## src/rtl/tmr_pkg.sv

```systemverilog
// Shared encodings and the prescaler tap table for the 8-bit timer channel.
package tmr_pkg;

  // Count source select (TCR.CKS)
  localparam logic [2:0] CKS_STOP  = 3'b000;
  localparam logic [2:0] CKS_P2    = 3'b001;
  localparam logic [2:0] CKS_P8    = 3'b010;
  localparam logic [2:0] CKS_P32   = 3'b011;
  localparam logic [2:0] CKS_P64   = 3'b100;
  localparam logic [2:0] CKS_P1024 = 3'b101;
  localparam logic [2:0] CKS_P8192 = 3'b110;
  localparam logic [2:0] CKS_EXT   = 3'b111;

  // External clock edge select (11 is an alias for rising)
  localparam logic [1:0] EDGE_RISE     = 2'b00;
  localparam logic [1:0] EDGE_FALL     = 2'b01;
  localparam logic [1:0] EDGE_BOTH     = 2'b10;
  localparam logic [1:0] EDGE_RISE_ALT = 2'b11;

  // Counter clear mode (11 is an alias for none)
  localparam logic [1:0] CCLR_NONE     = 2'b00;
  localparam logic [1:0] CCLR_A        = 2'b01;
  localparam logic [1:0] CCLR_B        = 2'b10;
  localparam logic [1:0] CCLR_NONE_ALT = 2'b11;

  // Flag bit positions in the flag vector / flag_clr / int_en
  localparam int FLG_CMFA = 0;
  localparam int FLG_CMFB = 1;
  localparam int FLG_OVF  = 2;

  // Internal prescaler taps: tick index i serves CKS = i+1
  localparam int NUM_TAPS = 6;

  // log2(N) for each internal tap: P/2, P/8, P/32, P/64, P/1024, P/8192
  function automatic int tap_log2(input int idx);
    case (idx)
      0:       return 1;
      1:       return 3;
      2:       return 5;
      3:       return 6;
      4:       return 10;
      default: return 13;
    endcase
  endfunction

endpackage

```

## src/rtl/tmr_count_ctrl_if.sv

```systemverilog
// Register-side / interrupt-side bundle of the timer count controller.
interface tmr_count_ctrl_if #(
  parameter int BIT_WIDTH = 8
);
  logic [2:0]           tcr_cks;
  logic [1:0]           tcr_edge;
  logic [1:0]           tcr_cclr;
  logic [BIT_WIDTH-1:0] tcora;
  logic [BIT_WIDTH-1:0] tcorb;
  logic                 tcnt_wr_en;
  logic [BIT_WIDTH-1:0] tcnt_wr_data;
  logic [2:0]           flag_clr;
  logic [2:0]           int_en;
  logic [BIT_WIDTH-1:0] tcnt;
  logic                 count_en;
  logic                 cmfa;
  logic                 cmfb;
  logic                 ovf;
  logic                 irq;

  // Register block / CPU side
  modport master (
    output tcr_cks, tcr_edge, tcr_cclr, tcora, tcorb,
           tcnt_wr_en, tcnt_wr_data, flag_clr, int_en,
    input  tcnt, count_en, cmfa, cmfb, ovf, irq
  );

  // Timer count controller side
  modport slave (
    input  tcr_cks, tcr_edge, tcr_cclr, tcora, tcorb,
           tcnt_wr_en, tcnt_wr_data, flag_clr, int_en,
    output tcnt, count_en, cmfa, cmfb, ovf, irq
  );
endinterface

```

## src/rtl/tmr_prescaler.sv

```systemverilog
// Free-running prescaler producing one-cycle P/N ticks for every internal tap.
module tmr_prescaler
  import tmr_pkg::*;
#(
  parameter int PSC_WIDTH = 13
) (
  input  logic                clk,
  input  logic                rst_n,
  output logic [NUM_TAPS-1:0] tick
);

  logic [PSC_WIDTH-1:0] r_psc;

  // Prescaler counts every clock and wraps naturally at 2^PSC_WIDTH
  always_ff @(posedge clk) begin
    if (!rst_n) r_psc <= '0;
    else        r_psc <= r_psc + 1'b1;
  end

  // A P/N tick is the cycle in which the low log2(N) bits are all ones
  for (genvar gi = 0; gi < NUM_TAPS; gi++) begin : g_tap
    localparam int L = tap_log2(gi);
    assign tick[gi] = &r_psc[L-1:0];
  end

endmodule

```

## src/rtl/tmr_count_ctrl.sv

```systemverilog
// Count-control sequencer for one 8-bit timer channel: source select,
// external edge detect, TCNT with compare match / clear / overflow and flags.
module tmr_count_ctrl
  import tmr_pkg::*;
#(
  parameter int BIT_WIDTH = 8,
  parameter int PSC_WIDTH = 13
) (
  input  logic            clk,
  input  logic            rst_n,
  input  logic            tmci,
  tmr_count_ctrl_if.slave bus
);

  logic [NUM_TAPS-1:0]  w_tick;
  logic                 r_tmci_p0, r_tmci_p1, r_tmci_p2;
  logic                 w_ext_tick;
  logic                 w_count_en;
  logic                 w_match_a, w_match_b;
  logic                 w_clear;
  logic                 w_wrap;
  logic [2:0]           w_flag_set;
  logic [BIT_WIDTH-1:0] r_tcnt;
  logic [2:0]           r_flags;

  // Sticky flag update: a set in the same cycle as a clear wins
  function automatic logic [2:0] flag_next(input logic [2:0] cur,
                                           input logic [2:0] set,
                                           input logic [2:0] clr);
    return set | (cur & ~clr);
  endfunction

  tmr_prescaler #(.PSC_WIDTH(PSC_WIDTH)) u_psc (
    .clk   (clk),
    .rst_n (rst_n),
    .tick  (w_tick)
  );

  // tmci synchronizer (p0, p1) and edge-history flop (p2)
  always_ff @(posedge clk) begin
    if (!rst_n) begin
      r_tmci_p0 <= 1'b0;
      r_tmci_p1 <= 1'b0;
      r_tmci_p2 <= 1'b0;
    end else begin
      // stage p0 -> p1 -> p2
      r_tmci_p0 <= tmci;
      r_tmci_p1 <= r_tmci_p0;
      r_tmci_p2 <= r_tmci_p1;
    end
  end

  // Select the external edge type and the active count source
  always_comb begin
    w_ext_tick = r_tmci_p1 & ~r_tmci_p2;
    case (bus.tcr_edge)
      EDGE_FALL:     w_ext_tick = ~r_tmci_p1 & r_tmci_p2;
      EDGE_BOTH:     w_ext_tick = r_tmci_p1 ^ r_tmci_p2;
      EDGE_RISE,
      EDGE_RISE_ALT: w_ext_tick = r_tmci_p1 & ~r_tmci_p2;
      default:       w_ext_tick = r_tmci_p1 & ~r_tmci_p2;
    endcase

    w_count_en = 1'b0;
    case (bus.tcr_cks)
      CKS_STOP:  w_count_en = 1'b0;
      CKS_P2:    w_count_en = w_tick[0];
      CKS_P8:    w_count_en = w_tick[1];
      CKS_P32:   w_count_en = w_tick[2];
      CKS_P64:   w_count_en = w_tick[3];
      CKS_P1024: w_count_en = w_tick[4];
      CKS_P8192: w_count_en = w_tick[5];
      CKS_EXT:   w_count_en = w_ext_tick;
      default:   w_count_en = 1'b0;
    endcase
  end

  // Match, clear and wrap events, all judged on the pre-update counter;
  // a CPU write in the same cycle suppresses every event
  always_comb begin
    w_match_a = w_count_en & (r_tcnt == bus.tcora);
    w_match_b = w_count_en & (r_tcnt == bus.tcorb);
    w_clear   = ((bus.tcr_cclr == CCLR_A) & w_match_a) |
                ((bus.tcr_cclr == CCLR_B) & w_match_b);
    w_wrap    = w_count_en & ~w_clear & (&r_tcnt);

    w_flag_set           = 3'b000;
    w_flag_set[FLG_CMFA] = ~bus.tcnt_wr_en & w_match_a;
    w_flag_set[FLG_CMFB] = ~bus.tcnt_wr_en & w_match_b;
    w_flag_set[FLG_OVF]  = ~bus.tcnt_wr_en & w_wrap;
  end

  // TCNT: CPU write, then clear-on-match, then increment, else hold
  always_ff @(posedge clk) begin
    if (!rst_n)              r_tcnt <= '0;
    else if (bus.tcnt_wr_en) r_tcnt <= bus.tcnt_wr_data;
    else if (w_clear)        r_tcnt <= '0;
    else if (w_count_en)     r_tcnt <= r_tcnt + 1'b1;
  end

  // Sticky compare-match and overflow flags
  always_ff @(posedge clk) begin
    if (!rst_n) r_flags <= 3'b000;
    else        r_flags <= flag_next(r_flags, w_flag_set, bus.flag_clr);
  end

  assign bus.tcnt     = r_tcnt;
  assign bus.count_en = w_count_en;
  assign bus.cmfa     = r_flags[FLG_CMFA];
  assign bus.cmfb     = r_flags[FLG_CMFB];
  assign bus.ovf      = r_flags[FLG_OVF];
  assign bus.irq      = |(r_flags & bus.int_en);

endmodule

```

## src/flat_wrapper.sv

```systemverilog
// flat-port wrapper written by rule: the top's interface ports become plain ports
module tmr_count_ctrl_flat import tmr_pkg::*;
#(
  parameter int BIT_WIDTH = 8,
  parameter int PSC_WIDTH = 13
)
  (clk, rst_n, tmci, bus_tcr_cks, bus_tcr_edge, bus_tcr_cclr, bus_tcora, bus_tcorb, bus_tcnt_wr_en, bus_tcnt_wr_data, bus_flag_clr, bus_int_en, bus_tcnt, bus_count_en, bus_cmfa, bus_cmfb, bus_ovf, bus_irq);
  tmr_count_ctrl_if #(.BIT_WIDTH(BIT_WIDTH)) bus_i ();
  input  logic clk;
  input  logic rst_n;
  input  logic tmci;
  input wire logic [$bits(bus_i.tcr_cks)-1:0] bus_tcr_cks;
  input wire logic [$bits(bus_i.tcr_edge)-1:0] bus_tcr_edge;
  input wire logic [$bits(bus_i.tcr_cclr)-1:0] bus_tcr_cclr;
  input wire logic [$bits(bus_i.tcora)-1:0] bus_tcora;
  input wire logic [$bits(bus_i.tcorb)-1:0] bus_tcorb;
  input wire logic [$bits(bus_i.tcnt_wr_en)-1:0] bus_tcnt_wr_en;
  input wire logic [$bits(bus_i.tcnt_wr_data)-1:0] bus_tcnt_wr_data;
  input wire logic [$bits(bus_i.flag_clr)-1:0] bus_flag_clr;
  input wire logic [$bits(bus_i.int_en)-1:0] bus_int_en;
  output wire logic [$bits(bus_i.tcnt)-1:0] bus_tcnt;
  output wire logic [$bits(bus_i.count_en)-1:0] bus_count_en;
  output wire logic [$bits(bus_i.cmfa)-1:0] bus_cmfa;
  output wire logic [$bits(bus_i.cmfb)-1:0] bus_cmfb;
  output wire logic [$bits(bus_i.ovf)-1:0] bus_ovf;
  output wire logic [$bits(bus_i.irq)-1:0] bus_irq;
  assign bus_i.tcr_cks = bus_tcr_cks;
  assign bus_i.tcr_edge = bus_tcr_edge;
  assign bus_i.tcr_cclr = bus_tcr_cclr;
  assign bus_i.tcora = bus_tcora;
  assign bus_i.tcorb = bus_tcorb;
  assign bus_i.tcnt_wr_en = bus_tcnt_wr_en;
  assign bus_i.tcnt_wr_data = bus_tcnt_wr_data;
  assign bus_i.flag_clr = bus_flag_clr;
  assign bus_i.int_en = bus_int_en;
  assign bus_tcnt = bus_i.tcnt;
  assign bus_count_en = bus_i.count_en;
  assign bus_cmfa = bus_i.cmfa;
  assign bus_cmfb = bus_i.cmfb;
  assign bus_ovf = bus_i.ovf;
  assign bus_irq = bus_i.irq;
  tmr_count_ctrl #(.BIT_WIDTH(BIT_WIDTH), .PSC_WIDTH(PSC_WIDTH)) u_core (.clk(clk), .rst_n(rst_n), .tmci(tmci), .bus(bus_i));
endmodule
```

## config.mk

```make
export PLATFORM = sky130hd
export DESIGN_NAME = tmr_count_ctrl_flat
export DESIGN_NICKNAME = d
export VERILOG_FILES = /design/src/rtl/tmr_pkg.sv /design/src/rtl/tmr_count_ctrl_if.sv /design/src/rtl/tmr_prescaler.sv /design/src/rtl/tmr_count_ctrl.sv /design/src/flat_wrapper.sv
export SDC_FILE = /design/constraint.sdc
export NUM_CORES = 1
export LEC_CHECK = 0
export ABC_AREA = 1
export BUFFER_PORTS_ARGS = -buffer_cell sky130_fd_sc_hd__buf_2
export CAP_MARGIN = 5
export CORE_UTILIZATION = 51
export CTS_BUF_LIST = sky130_fd_sc_hd__clkbuf_8 sky130_fd_sc_hd__clkbuf_16
export CTS_CLUSTER_SIZE = 8
export DETAILED_ROUTE_END_ITERATION = 7
export GPL_ROUTABILITY_DRIVEN = 0
export HOLD_SLACK_MARGIN = 0.15
export PLACE_DENSITY_LB_ADDON = 0.08
export SYNTH_ARGS = -nofsm -noshare
export SYNTH_HDL_FRONTEND = slang
export SYNTH_SLANG_ARGS = --single-unit
export TNS_END_PERCENT = 1
```

## constraint.sdc

```tcl
create_clock -name clk -period 2 [get_ports clk]
set_clock_uncertainty 0.05 [all_clocks]
set_input_delay 0.4 -clock clk [delete_from_list [all_inputs] [get_ports clk]]
set_output_delay 0.4 -clock clk [all_outputs]
set_load 0.01 [all_outputs]
```

# --- After elaboration in Yosys (flattened, before gate mapping) ---
# Cells that the tools add are included.
# W data, S select, Z words.
classes:
  addsub: 2
  eq_ne: 14
  mux: 5
  n_bitwise: 21
  reduce_logical: 11
op_table:
  columns: ["operator", "count"]
  rows:
  - ["$mux W8", 3]
  - ["$eq A8 B8 Y1", 2]
  - ["$add A13 B1 Y13 const B", 1]
  - ["$reduce_and A13 Y1", 1]
  - ["$eq A3 B3 Y1 const B", 4]
  - ["$and A1 B1 Y1", 11]
  - ["$reduce_and A10 Y1", 1]
  - ["$add A8 B1 Y8 const B", 1]
  - ["$pmux W1 S8", 1]
  - ["$reduce_and A8 Y1", 1]
  - ["$and A3 B3 Y3", 2]
  - ["$eq A2 B2 Y1 const B", 3]
  - ["$eq A3 B2 Y1 const B", 2]
  - ["$reduce_and A6 Y1", 1]
  - ["$reduce_and A5 Y1", 1]
  - ["$eq A2 B1 Y1 const B", 2]
  - ["$not A1 Y1", 4]
  - ["$eq A3 B1 Y1 const B", 1]
  - ["$logic_not A3 Y1", 1]
  - ["$not A3 Y3", 1]
  - ["$or A3 B3 Y3", 1]
  - ["$pmux W1 S3", 1]
  - ["$reduce_and A3 Y1", 1]
  - ["$reduce_bool A3 Y1", 1]
  - ["5 further kinds", 5]
word_totals:
  ff_bits: 27
  input_bits: 41
  out_inout_bits: 13
  wordCells: 59

# --- Longest topological paths before layout ---
depth:
  ltp_word: 12
  depth_mapped: 14
  ltp_nobuf: 14

# --- Cells and area by module ---
# A second synthesis with hierarchy kept.
unflattened:
  hier_cells: 287
  hier_area_um2: 1870.5
by_module_without_submodules:
  columns: ["module", "instances", "cells_each", "area_per_inst_um2", "seq_area_each_um2"]
  rows:
  - ["tmr_count_ctrl", 1, 198, 1219.9, 280.3]
  - ["tmr_prescaler", 1, 89, 650.6, 260.2]

# --- Worst setup path before layout ---
# Ideal clock, no wire load.
synth_path:
  kind: "reg2reg"
  from: "reg u_core.u_psc.r_psc[0]"
  to: "reg u_core.r_tcnt[4] (netlist: u_core.bus.tcnt[4])"
  t_arrival_ns: 1.686
  setup_slack_ns: 0.147
  stages_incl_launch_ff: 13
  period_less_slack_ns: 1.853
  path_cell_list: "dfxtp_1 > ha_1 > nand2_1 > nor2_4 > ha_1 > nand3_1 > nand3_1 > nor2_1 > nand2_4 > inv_4 > nand3_4 > o21ai_0 > nor2_1"
synth_between:
  elab_chain_len: 7
  elab_cells_between_ends: 14
  cone_classes: "mux (3); bitwise (5); reduce/logical (6)"
synth_lines:
  columns: ["element", "line_no", "source"]
  rows:
  - ["start, declared", "tmr_prescaler.sv:12", "logic [PSC_WIDTH-1:0] r_psc;"]
  - ["start signal, assigned", "tmr_prescaler.sv:17", "else r_psc <= r_psc + 1'b1;"]
  - ["$reduce_and A13 Y1 (tied with other cells)", "tmr_prescaler.sv:23", "assign tick[gi] = &r_psc[L-1:0];"]
  - ["$pmux W1 S8 (*)", "tmr_count_ctrl.sv:65", "case (bus.tcr_cks)"]
  - ["via bus_count_en", "flat_wrapper.sv:22", "output wire logic [$bits(bus_i.count_en)-1:0] bus_count_en;"]
  - ["$and A1 B1 Y1 (on tied branches)", "tmr_count_ctrl.sv:81, tmr_count_ctrl.sv:82", null]
  - ["$and A1 B1 Y1 (on tied branches)", "tmr_count_ctrl.sv:83, tmr_count_ctrl.sv:84", null]
  - ["$or A1 B1 Y1", "tmr_count_ctrl.sv:83", "w_clear = ((bus.tcr_cclr == CCLR_A) & w_match_a) |"]
  - ["$mux W8", "tmr_count_ctrl.sv:97", "else if (w_clear) r_tcnt <= '0;"]
  - ["$mux W8", "tmr_count_ctrl.sv:96", "else if (bus.tcnt_wr_en) r_tcnt <= bus.tcnt_wr_data;"]
  - ["end signal, assigned", "tmr_count_ctrl.sv:96", null]
  - ["end signal, assigned", "tmr_count_ctrl.sv:98", "else if (w_count_en) r_tcnt <= r_tcnt + 1'b1;"]
  - ["end, declared", "tmr_count_ctrl.sv:23", "logic [BIT_WIDTH-1:0] r_tcnt;"]
# Mark *: on every way through the listed nets, which the timed path passes. The rest lies on a longest branch.
# A chain may end at the register's enable or synchronous reset.

# --- Worst setup path after layout ---
layout_path:
  from: "reg u_core.u_psc.r_psc[0]"
  to: "out bus_count_en"
layout_between:
  elab_chain_len: 2
  elab_cells_between_ends: 6
  cone_classes: "mux (1); reduce/logical (5)"
layout_lines:
  columns: ["element", "line_no"]
  rows:
  - ["$reduce_and A13 Y1 (tied with other cells)", "tmr_prescaler.sv:23"]
  - ["$pmux W1 S8 (*)", "tmr_count_ctrl.sv:65"]
  - ["end, declared", "flat_wrapper.sv:22"]
# Mark *: on every way between the ends. The rest lies on a longest branch, timed or not.

==> results.sh <==
export IMPL_setup_slack_ns=0.0569
export IMPL_pre_cts_ws_ns=0.0205
export IMPL_layout_cells_non_filler=355
export IMPL_synth_edf_count=0
export IMPL_crit_path_end_kind="output pin"
export IMPL_critPathMaxFanout=3
export IMPL_antenna_found_initial=0
export IMPL_dp_hpwl_um=2810
export IMPL_final_nets=359
export IMPL_vdd_drop_max_uv=313
export IMPL_async_reset_ff_frac=0
export IMPL_yosys_top_cells_count="nor2_1, inv_1, nand2_1"
export IMPL_drc_errors=0
export IMPL_setup_violations=0
export IMPL_synth_seq_area_share=0.303
export IMPL_crit_type="flip-flop to output pin"
export IMPL_vias_per_cell=4.80
export IMPL_yosys_top_cells_area="dfxtp_1, nor2_1, inv_1, nand2_1, xnor2_1"
export IMPL_die_w_um=61.1
export IMPL_ys_seq_elements=27
export IMPL_min_period_over_period=0.972
export IMPL_syn_nets=301
export IMPL_clock_root_buffer="clkbuf_8"
export IMPL_tightest_slew_ns=0.379
export IMPL_status="complete, no violations"
export IMPL_clk_pin_slew_worst_paths_ns=0.09
export IMPL_p_leak_nw=1.16
export IMPL_timing_hold_ws_ns=0.253
export IMPL_synth_top_area_share=0.303
export IMPL_dr_pass1_iters=6
export IMPL_numCtsBuffers=3
export IMPL_rsz0062_at_grt="true"
export IMPL_multi_input_area_um2=1100
export IMPL_hp_class="input port to flip-flop"
export IMPL_yosysMostFrequentCell="nor2_1"
export IMPL_start_kind="flip-flop"
export IMPL_fill_cells=334
export IMPL_die_h_um=61.1
export IMPL_drv_cap=0
export IMPL_syn_to_final_growth_pct=24.5
export IMPL_diodes=0
export IMPL_wl_per_cell_um=10.1
export IMPL_p_per_area_nw_per_um2=503
export IMPL_yosysTopAreaCell="dfxtp_1"
export IMPL_cts_max_path_buffers=2
export IMPL_worstSkewPairLatency_ns=0.27
export IMPL_grt_pass1_vias=1423
export IMPL_ys_flop_type="dfxtp_1"
export IMPL_synth_warnings=0
export IMPL_synth_avg_cell_area_um2=7.08
export IMPL_htree_levels=1
export IMPL_maxSlewHeadroom=0.747
export IMPL_syn_area_um2=1780
export IMPL_slew_violations=0
export IMPL_portBuffers=53
export IMPL_ys_types=32
export IMPL_utilization=0.665
export IMPL_grt_overflow=0
export IMPL_num_vias=1704
export IMPL_grt_pass1_wl_um=5710
export IMPL_period_minus_slack_ns=1.94
export IMPL_critPathArrivalTime_ns=1.49
export IMPL_grtUsageTotal=0.209
export IMPL_ant_nets=0
export IMPL_start_util=0.534
export IMPL_hold_buffers=0
export IMPL_die_area_um2=3740
export IMPL_seqCellArea_um2=544
export IMPL_grt_max_degree=19
export IMPL_worstPathRequired_ns=1.55
export IMPL_rows=21
export IMPL_dp_cells=347
export IMPL_cts_sinks=27
export IMPL_drive_gt1_frac=0.294
export IMPL_netlist_instances=252
export IMPL_drt_iter0_drc=49
export IMPL_hold_viol=0
export IMPL_max_freq_mhz=515
export IMPL_coreArea_um2=3340
export IMPL_io_pins=54
export IMPL_cts_tree="built"
export IMPL_wirelength_um=3600
## power by group
part           internal, mW  switching [mW]
registers             0.558          0.0344
clock network         0.140           0.169
logic                 0.108           0.109
## per-layer routing
layer | vias up | routed length [um] | GRT usage
li1 | 906 | - | -
met1 | 755 | 1600 | 0.236
met2 | 39 | 1800 | 0.391
met3 | 4 | 142 | 0.0252
met4 | 0 | 55 | 0.0877
met5 | - | 0 | 0
## final timing paths
kind | startpoint | endpoint | slack (ns) | depth (start not counted)
setup / recovery | u_core.u_psc.r_psc[0]$_SDFF_PN0_ | bus_count_en | 0.06 | 9
hold / removal | tmci | u_core.r_tmci_p0$_SDFF_PN0_ | 0.25 | 3
setup reg to reg | u_core.u_psc.r_psc[0]$_SDFF_PN0_ | u_core.bus.tcnt[4]$_SDFFE_PN0P_ | 0.12 | 13
hold reg to reg | u_core.r_tmci_p0$_SDFF_PN0_ | u_core.r_tmci_p1$_SDFF_PN0_ | 0.37 | 2
## cell type report
| type | instances | share of cell area |
|---|---|---|
| tap | 46 | 0.0259 |
| multi-input combinational | 178 | 0.495 |
| clock buffer | 3 | 0.0186 |
| inverter | 41 | 0.0705 |
| clock inverter | 1 | 0.00225 |
| sequential | 27 | 0.245 |
| timing repair buffer | 59 | 0.143 |
## stage by stage
step | total power, mW | setup TNS [ns] | cell area (um2)
after floorplan | 0.729 | 0 | 1780
after global placement | 0.805 | 0 | 2090
after detailed placement | 0.808 | 0 | 2090
after CTS | 1.12 | 0 | 2180
after global routing | 1.18 | -0.00627 | 2220
final | 1.12 | 0 | 2220
## cell usage in the layout (no fill, tap or decap), drive strengths merged, types with 6 or more instances in the layout
cell type  instances
nor2              50
o21ai             13
nand4              6
a21oi             13
xor2               8
buf               59
dfxtp             27
ha                 8
nand2             37
nand3             18
inv               40
xnor2             13
## cell families (layout without fill, tap and decap cells)
family,after synthesis,count (layout),synth area share
AO/OA/AOI/OAI,30,30,0.0898
buffers and inverters,47,104,0.105
adder cells (fa/ha/maj),8,8,0.0561
AND/OR/NAND/NOR,119,119,0.342
XOR/XNOR,21,21,0.103
flip-flops,27,27,0.303
## repair_timing
item | CTS | global route
setup buffers | 3 | 1
pin swaps | 4 | 4
gates cloned | 0 | 0
endpoints found under the setup margin | 1 | 9
endpoints found under the hold margin | 0 | 0
resized for setup | 7 | 8
## flip-flops by register name, indices dropped and copies added (netlist names)
register	cells
u_core.r_tmci_p1	1
u_core.bus.tcnt	8
u_core.u_psc.r_psc	13
u_core.r_tmci_p0	1
u_core.r_tmci_p2	1
u_core.r_flags	3
## critical path, cell delays in order, from the launching register on
cell and delay [ns]:
dfxtp_2 0.34, ha_4 0.17, nand2_4 0.07, nor2_4 0.03
ha_1 0.16, nand3_1 0.08, nand3_2 0.09, nor2_4 0.10
nand2_4 0.05, buf_6 0.11
No activity file was read; power rests on OpenSTA's default activity.
